`src/rtl/pcie_reset_sequencer_pkg.sv`:
```
// Shared definitions for the PCIe reset sequencer: one-hot FSM encoding and
// helpers that size the internal counters from the cycle parameters.
package pcie_reset_sequencer_pkg;

  // One-hot sequencer states
  typedef enum logic [4:0] {
    S_HOLD     = 5'b00001,
    S_WAIT_LNK = 5'b00010,
    S_RELEASE  = 5'b00100,
    S_RUN      = 5'b01000,
    S_SWRST    = 5'b10000
  } state_e;

  // Bits needed to hold values 0..max_val (at least one bit)
  function automatic int unsigned cnt_width(input int unsigned max_val);
    if (max_val == 0) return 1;
    return $clog2(max_val + 1);
  endfunction

  function automatic int unsigned max3(input int unsigned a, input int unsigned b,
                                       input int unsigned c);
    int unsigned m;
    m = (a > b) ? a : b;
    return (m > c) ? m : c;
  endfunction

endpackage

```
`src/rtl/pcie_reset_sequencer_timer.sv`:
```
// Loadable down-counter shared by the sequencer's timed states.
// Ports:
//   clk, rst_n   clock and asynchronous active-low reset
//   load_i       load load_val_i this cycle (takes priority over counting)
//   load_val_i   value loaded; the count stops at zero
//   zero_o       registered flag, high while the count is zero
module pcie_reset_sequencer_timer #(
  parameter int unsigned W       = 4,
  parameter int unsigned RST_VAL = 0
) (
  input  logic         clk,
  input  logic         rst_n,
  input  logic         load_i,
  input  logic [W-1:0] load_val_i,
  output logic         zero_o
);

  logic [W-1:0] cnt_q, cnt_d;
  logic         zero_q;

  // Next count: load wins, otherwise decrement until zero
  always_comb begin
    cnt_d = cnt_q;
    if (load_i) begin
      cnt_d = load_val_i;
    end else if (cnt_q != '0) begin
      cnt_d = cnt_q - W'(1);
    end
  end

  always_ff @(posedge clk or negedge rst_n) begin
    if (!rst_n) begin
      cnt_q  <= W'(RST_VAL);
      zero_q <= (RST_VAL == 0);
    end else begin
      cnt_q  <= cnt_d;
      zero_q <= (cnt_d == '0);
    end
  end

  assign zero_o = zero_q;

endmodule

```
`src/rtl/pcie_reset_sequencer.sv`:
```
// Multi-channel reset sequencer for the PCIe endpoint clock domain.
// Holds all channels in reset, debounces link-up, then releases channels one
// at a time (bit 0 first), and re-asserts everything on link drop or on a
// software reset request.
// Ports:
//   clk250         endpoint clock
//   trn_reset_n    asynchronous active-low reset
//   trn_lnk_up_n   link up (active low), synchronous to clk250
//   sw_reset_req   single-cycle software reset request
//   reset_out      active-high channel resets, registered
//   rst_done       high when every channel is released, registered
//   link_drop_cnt  saturating count of link drops seen in S_RELEASE/S_RUN
module pcie_reset_sequencer
  import pcie_reset_sequencer_pkg::*;
#(
  parameter int unsigned NUM_RST       = 4,
  parameter int unsigned PRE_CYCLES    = 5,
  parameter int unsigned LNK_STABLE    = 16,
  parameter int unsigned STAGGER       = 8,
  parameter int unsigned SW_RST_CYCLES = 32,
  parameter int unsigned CNT_W         = 8
) (
  input  logic               clk250,
  input  logic               trn_reset_n,
  input  logic               trn_lnk_up_n,
  input  logic               sw_reset_req,
  output logic [NUM_RST-1:0] reset_out,
  output logic               rst_done,
  output logic [CNT_W-1:0]   link_drop_cnt
);

  localparam int unsigned TMR_W = cnt_width(max3(PRE_CYCLES, STAGGER, SW_RST_CYCLES));
  localparam int unsigned DBC_W = cnt_width(LNK_STABLE);
  localparam int unsigned IDX_W = (NUM_RST > 1) ? $clog2(NUM_RST) : 1;

  state_e             state_q, state_d;
  logic [NUM_RST-1:0] rst_q, rst_d;
  logic               done_q, done_d;
  logic [CNT_W-1:0]   drop_cnt_q, drop_cnt_d;
  logic [IDX_W-1:0]   idx_q, idx_d;
  logic [DBC_W-1:0]   dbc_q, dbc_d;

  logic               tmr_load;
  logic [TMR_W-1:0]   tmr_val;
  logic               tmr_zero;

  // Reset value covers the first edge after trn_reset_n rises; entries made
  // by a transition load N-1 so the state lasts N edges.
  pcie_reset_sequencer_timer #(
    .W       (TMR_W),
    .RST_VAL (PRE_CYCLES)
  ) u_timer (
    .clk        (clk250),
    .rst_n      (trn_reset_n),
    .load_i     (tmr_load),
    .load_val_i (tmr_val),
    .zero_o     (tmr_zero)
  );

  // Next-state and output logic
  always_comb begin
    state_d    = state_q;
    rst_d      = rst_q;
    done_d     = done_q;
    drop_cnt_d = drop_cnt_q;
    idx_d      = idx_q;
    dbc_d      = dbc_q;
    tmr_load   = 1'b0;
    tmr_val    = '0;

    case (state_q)
      S_HOLD: begin
        if (tmr_zero) begin
          state_d = S_WAIT_LNK;
          dbc_d   = '0;
        end
      end

      S_WAIT_LNK: begin
        if (trn_lnk_up_n) begin
          dbc_d = '0;
        end else if (dbc_q == DBC_W'(LNK_STABLE - 1)) begin
          rst_d[0] = 1'b0;
          dbc_d    = DBC_W'(LNK_STABLE);
          idx_d    = '0;
          if (NUM_RST == 1) begin
            done_d  = 1'b1;
            state_d = S_RUN;
          end else begin
            state_d  = S_RELEASE;
            tmr_load = 1'b1;
            tmr_val  = TMR_W'(STAGGER - 1);
          end
        end else begin
          dbc_d = dbc_q + DBC_W'(1);
        end
      end

      S_RELEASE, S_RUN: begin
        if (trn_lnk_up_n) begin
          // Link drop takes priority over a coincident software request
          rst_d    = '1;
          done_d   = 1'b0;
          state_d  = S_HOLD;
          tmr_load = 1'b1;
          tmr_val  = TMR_W'(PRE_CYCLES - 1);
          if (drop_cnt_q != {CNT_W{1'b1}}) begin
            drop_cnt_d = drop_cnt_q + CNT_W'(1);
          end
        end else if (sw_reset_req) begin
          rst_d    = '1;
          done_d   = 1'b0;
          state_d  = S_SWRST;
          tmr_load = 1'b1;
          tmr_val  = TMR_W'(SW_RST_CYCLES - 1);
        end else if (state_q == S_RELEASE && tmr_zero) begin
          // Lower bits are already clear, so a left shift clears the next one
          rst_d = rst_q << 1;
          idx_d = idx_q + IDX_W'(1);
          if (idx_q == IDX_W'(NUM_RST - 2)) begin
            done_d  = 1'b1;
            state_d = S_RUN;
          end else begin
            tmr_load = 1'b1;
            tmr_val  = TMR_W'(STAGGER - 1);
          end
        end
      end

      S_SWRST: begin
        if (tmr_zero) begin
          state_d = S_WAIT_LNK;
          dbc_d   = '0;
        end
      end

      default: begin
        state_d  = S_HOLD;
        rst_d    = '1;
        done_d   = 1'b0;
        tmr_load = 1'b1;
        tmr_val  = TMR_W'(PRE_CYCLES - 1);
      end
    endcase
  end

  always_ff @(posedge clk250 or negedge trn_reset_n) begin
    if (!trn_reset_n) begin
      state_q    <= S_HOLD;
      rst_q      <= '1;
      done_q     <= 1'b0;
      drop_cnt_q <= '0;
      idx_q      <= '0;
      dbc_q      <= '0;
    end else begin
      state_q    <= state_d;
      rst_q      <= rst_d;
      done_q     <= done_d;
      drop_cnt_q <= drop_cnt_d;
      idx_q      <= idx_d;
      dbc_q      <= dbc_d;
    end
  end

  assign reset_out     = rst_q;
  assign rst_done      = done_q;
  assign link_drop_cnt = drop_cnt_q;

endmodule

```
`config.mk`:
```
export PLATFORM = sky130hd
export DESIGN_NAME = pcie_reset_sequencer
export DESIGN_NICKNAME = d
export VERILOG_FILES = /design/src/rtl/pcie_reset_sequencer_pkg.sv /design/src/rtl/pcie_reset_sequencer_timer.sv /design/src/rtl/pcie_reset_sequencer.sv
export SDC_FILE = /design/constraint.sdc
export NUM_CORES = 1
export LEC_CHECK = 0
export BUFFER_PORTS_ARGS = -buffer_cell sky130_fd_sc_hd__buf_2
export CAP_MARGIN = 5
export CORE_ASPECT_RATIO = 1.4
export CORE_MARGIN = 5
export CORE_UTILIZATION = 55
export CTS_BUF_LIST = sky130_fd_sc_hd__clkbuf_8
export DETAILED_ROUTE_END_ITERATION = 6
export GPL_TIMING_DRIVEN = 0
export PLACE_DENSITY_LB_ADDON = 0.2
export RECOVER_POWER = 50
export SLEW_MARGIN = 0
export SYNTH_ARGS = -nofsm -noshare
export SYNTH_HDL_FRONTEND = slang
export SYNTH_SLANG_ARGS = --single-unit
```
`constraint.sdc`:
```
create_clock -name clk250 -period 2.2 [get_ports clk250]
set_clock_uncertainty 0.2 [all_clocks]
set_input_delay 0.33 -clock clk250 [delete_from_list [all_inputs] [get_ports clk250]]
set_output_delay 0.33 -clock clk250 [all_outputs]
set_load 0.05 [all_outputs]
```
==> metrics <==
largest net degree at the start of global routing=33; io pins=17; Hold Crit Start=sw_reset_req; RR Startpoint=state_q[0]; worst hold margin=0.191 ns; FF+latch area=810 sq um; Synth area leader=dfrtp_1; DIE AREA=4630 sq um; final hold vios=0; Async SR Flop Fraction=100%; status=finished clean; Initial Util=55.6%; Crit-path slowest cell=dfstp_2; Rows=25; Vias=1528; Critical Path Fanout Max=6; IO buf count=16; most frequent cells in the layout=25 x dfrtp_1, 20 x nand2_1, 16 x nor2_1; post-synth top area share=33.9%; first-pass GRT wire length=6830 microns; crit start category=flop; Post-DRT Antenna Nets=0; Initial DRT Pass Iterations=4; CTS buffer count=5; Core ar.=3320 sq um; Slew @ Worst Pin=0.761 ns; Clock transition at path regs=0.07 ns; Die Ht=78.5 microns; RSZ-0062 raised after global routing=false; final setup TNS=0 ns; Synth Area in Compound Gates=20.8%; wire length per cell=16.1 microns; syn avg cell area=9.65 sq um; initial antenna violation count=0; # diodes=0; Multi-input gate area=1020 sq um; flops & latches, synth=32; vias per cell=5.92; clk root buf=clkbuf_8; DRT Wirelength=4160 microns; post-synth cell types=51; initial drt markers=85; gr ovfl total=0; CP Class=reg -> reg; largest family of logic cells by synthesized area=simple AND/OR/NAND/NOR gates; Crit. Startpoint=state_q[0]; syn nets=201; multiplexer share of the synthesized area=0.815%; clock sinks=32; Ys Warns=0; endpoints failing setup=0; Worst slew margin=49.3%; layout cell share with drive strength beyond 1=22.5%; Primary FF master, synth=dfrtp_1; # fillers=282; Pwr Density=1270 nW/um^2; P&R area growth vs syn=14.6%; commonest non-fill, non-tap cell in the layout=dfrtp_1; Worst EP required=2.17 ns; worst slack, placed=-0.164 ns; Syn Std Cell Area=1840 sq um; MaxCap Viol Count=0; die width=58.9 microns; number of global-route vias before repair=1505; VDD IR-drop max=890 uV; top cells by area, synth=dfrtp_1 34%, dfstp_2 10%, o21ai_0 4.6%, ha_1 4.1%, nand2_1 4.1%; Seq/Total Area, Yosys=43.9%; Min-Delay Path Class=in -> reg; CTS max path bufs=2; Synth Area in Simple Gates=21.5%; Total Nets Final=227; Post-Synth XOR/XNOR Area=6.11%; crit-path cells=buf_2, xnor2_1, or4_4, o221ai_4, mux2_4; DRC=0; Synth Area in Adders=4.07%; GP Congestion=0.920; leakage power total=0.935 nW; Critical Path Sink Type=flop; setup ws final=0.0454 ns; fmax=464 MHz; CP Data Arrival Time=2.13 ns; H-tree levels=2; Tcrit/Tclk final=97.9%; total design power=2.69 mW; Syn Inst Count=191; Post-synth EDFFs=0; CTS tree=done; Tmin final=2.15 ns; GRT Overall Usage=19.2%; critical path's largest stage delay=0.51 ns; later-pin clock latency in the skew report=0.28 ns; max-slew violations=0; DPL Wire Length=3130 microns
==> synth_stat cells (all sizes together), types with 2 or more instances <==
library cell	n
dfrtp	25
o21ai	22
nand2	20
nor2	16
a21oi	9
nand3	9
dfstp	7
inv	7
xnor2	7
ha	6
nor3	5
xor2	5
a21o	4
a22o	3
buf	3
clkbuf	3
nand4	3
or3	3
and3	2
nand3b	2
nor2b	2
nor4	2
o211ai	2
o21bai	2
o221ai	2
o31ai	2
or4	2
==> metal layers <==
metal | up-vias | part of all wire [%] | global-route usage, %
met3 | 4 | 3.0 | 4.28
met2 | 31 | 57 | 35.3
met5 | - | 0 | 0
li1 | 746 | - | -
met1 | 747 | 39 | 20.8
met4 | 0 | 1.4 | 7.03
==> per-stage QoR <==
step,cell area (sq um),instances,util (%)
5_1_grt,2110,258,63.7
3_5_place_dp,1970,247,59.5
4_1_cts,2070,255,62.5
2_1_floorplan,1840,191,-
3_3_place_gp,1970,247,59.5
6_report,2110,258,63.7
==> final timing paths <==
| check | endpoint | slack [ns] | depth (start not counted) |
|---|---|---|---|
| hold / removal | state_q[4] | 0.19 | 2 |
| min in group asynchronous | dbc_q[3] | 0.45 | 2 |
| hold reg to reg | dbc_q[4] | 0.28 | 2 |
| setup / recovery | state_q[3] | 0.05 | 5 |
| setup reg to reg | state_q[3] | 0.05 | 5 |
| max in group asynchronous | u_timer.cnt_q[3] | 0.85 | 2 |
==> registers in the layout, indices dropped and copies added, names as in the netlist <==
name	cells
link_drop_cnt	8
u_timer.cnt_q	6
dbc_q	5
state_q	5
reset_out	4
idx_q	2
rst_done	1
u_timer.zero_o	1
==> worst max-delay path: cells and delay by family (launching register included) <==
| kind | cells | cell delay, ns |
|---|---|---|
| AOI/OAI and AO/OA | 1 | 0.22 |
| and+or+nand+nor | 1 | 0.49 |
| buffers and inverters | 1 | 0.16 |
| muxes | 1 | 0.33 |
| DFF | 1 | 0.51 |
| xor gates and xnor gates | 1 | 0.15 |
==> power by group <==
group | internal, mW | switching [mW]
Clock | 0.212 | 0.197
Combinational | 0.559 | 0.782
Sequential | 0.786 | 0.150
Total | 1.56 | 1.13
==> area by class of cell <==
class / instances / area share, %
buffer: 5 / 1.07
clock buffer: 5 / 3.26
clock inverter: 3 / 0.592
inverter: 7 / 1.24
multi-input combinational: 146 / 48.1
sequential: 32 / 38.3
tap: 40 / 2.37
timing repair buffer: 20 / 5.04
==> cells by family after synthesis <==
group / count (synthesis)
compound gates: 54
fa+ha+maj: 6
buf+inv: 13
flops: 32
xor+xnor: 12
mux: 1
simple gates: 73
==> timing repair <==
action                                 in CTS  in global routing
hold buffers                                1                  0
buffers inserted                            0                  3
resized for setup                           5                  6
setup endpoints to repair                  14                 11
endpoints found under the hold margin      25                  0
pin swaps                                   0                  2
Note: power is estimated with default switching activity, not from simulation.
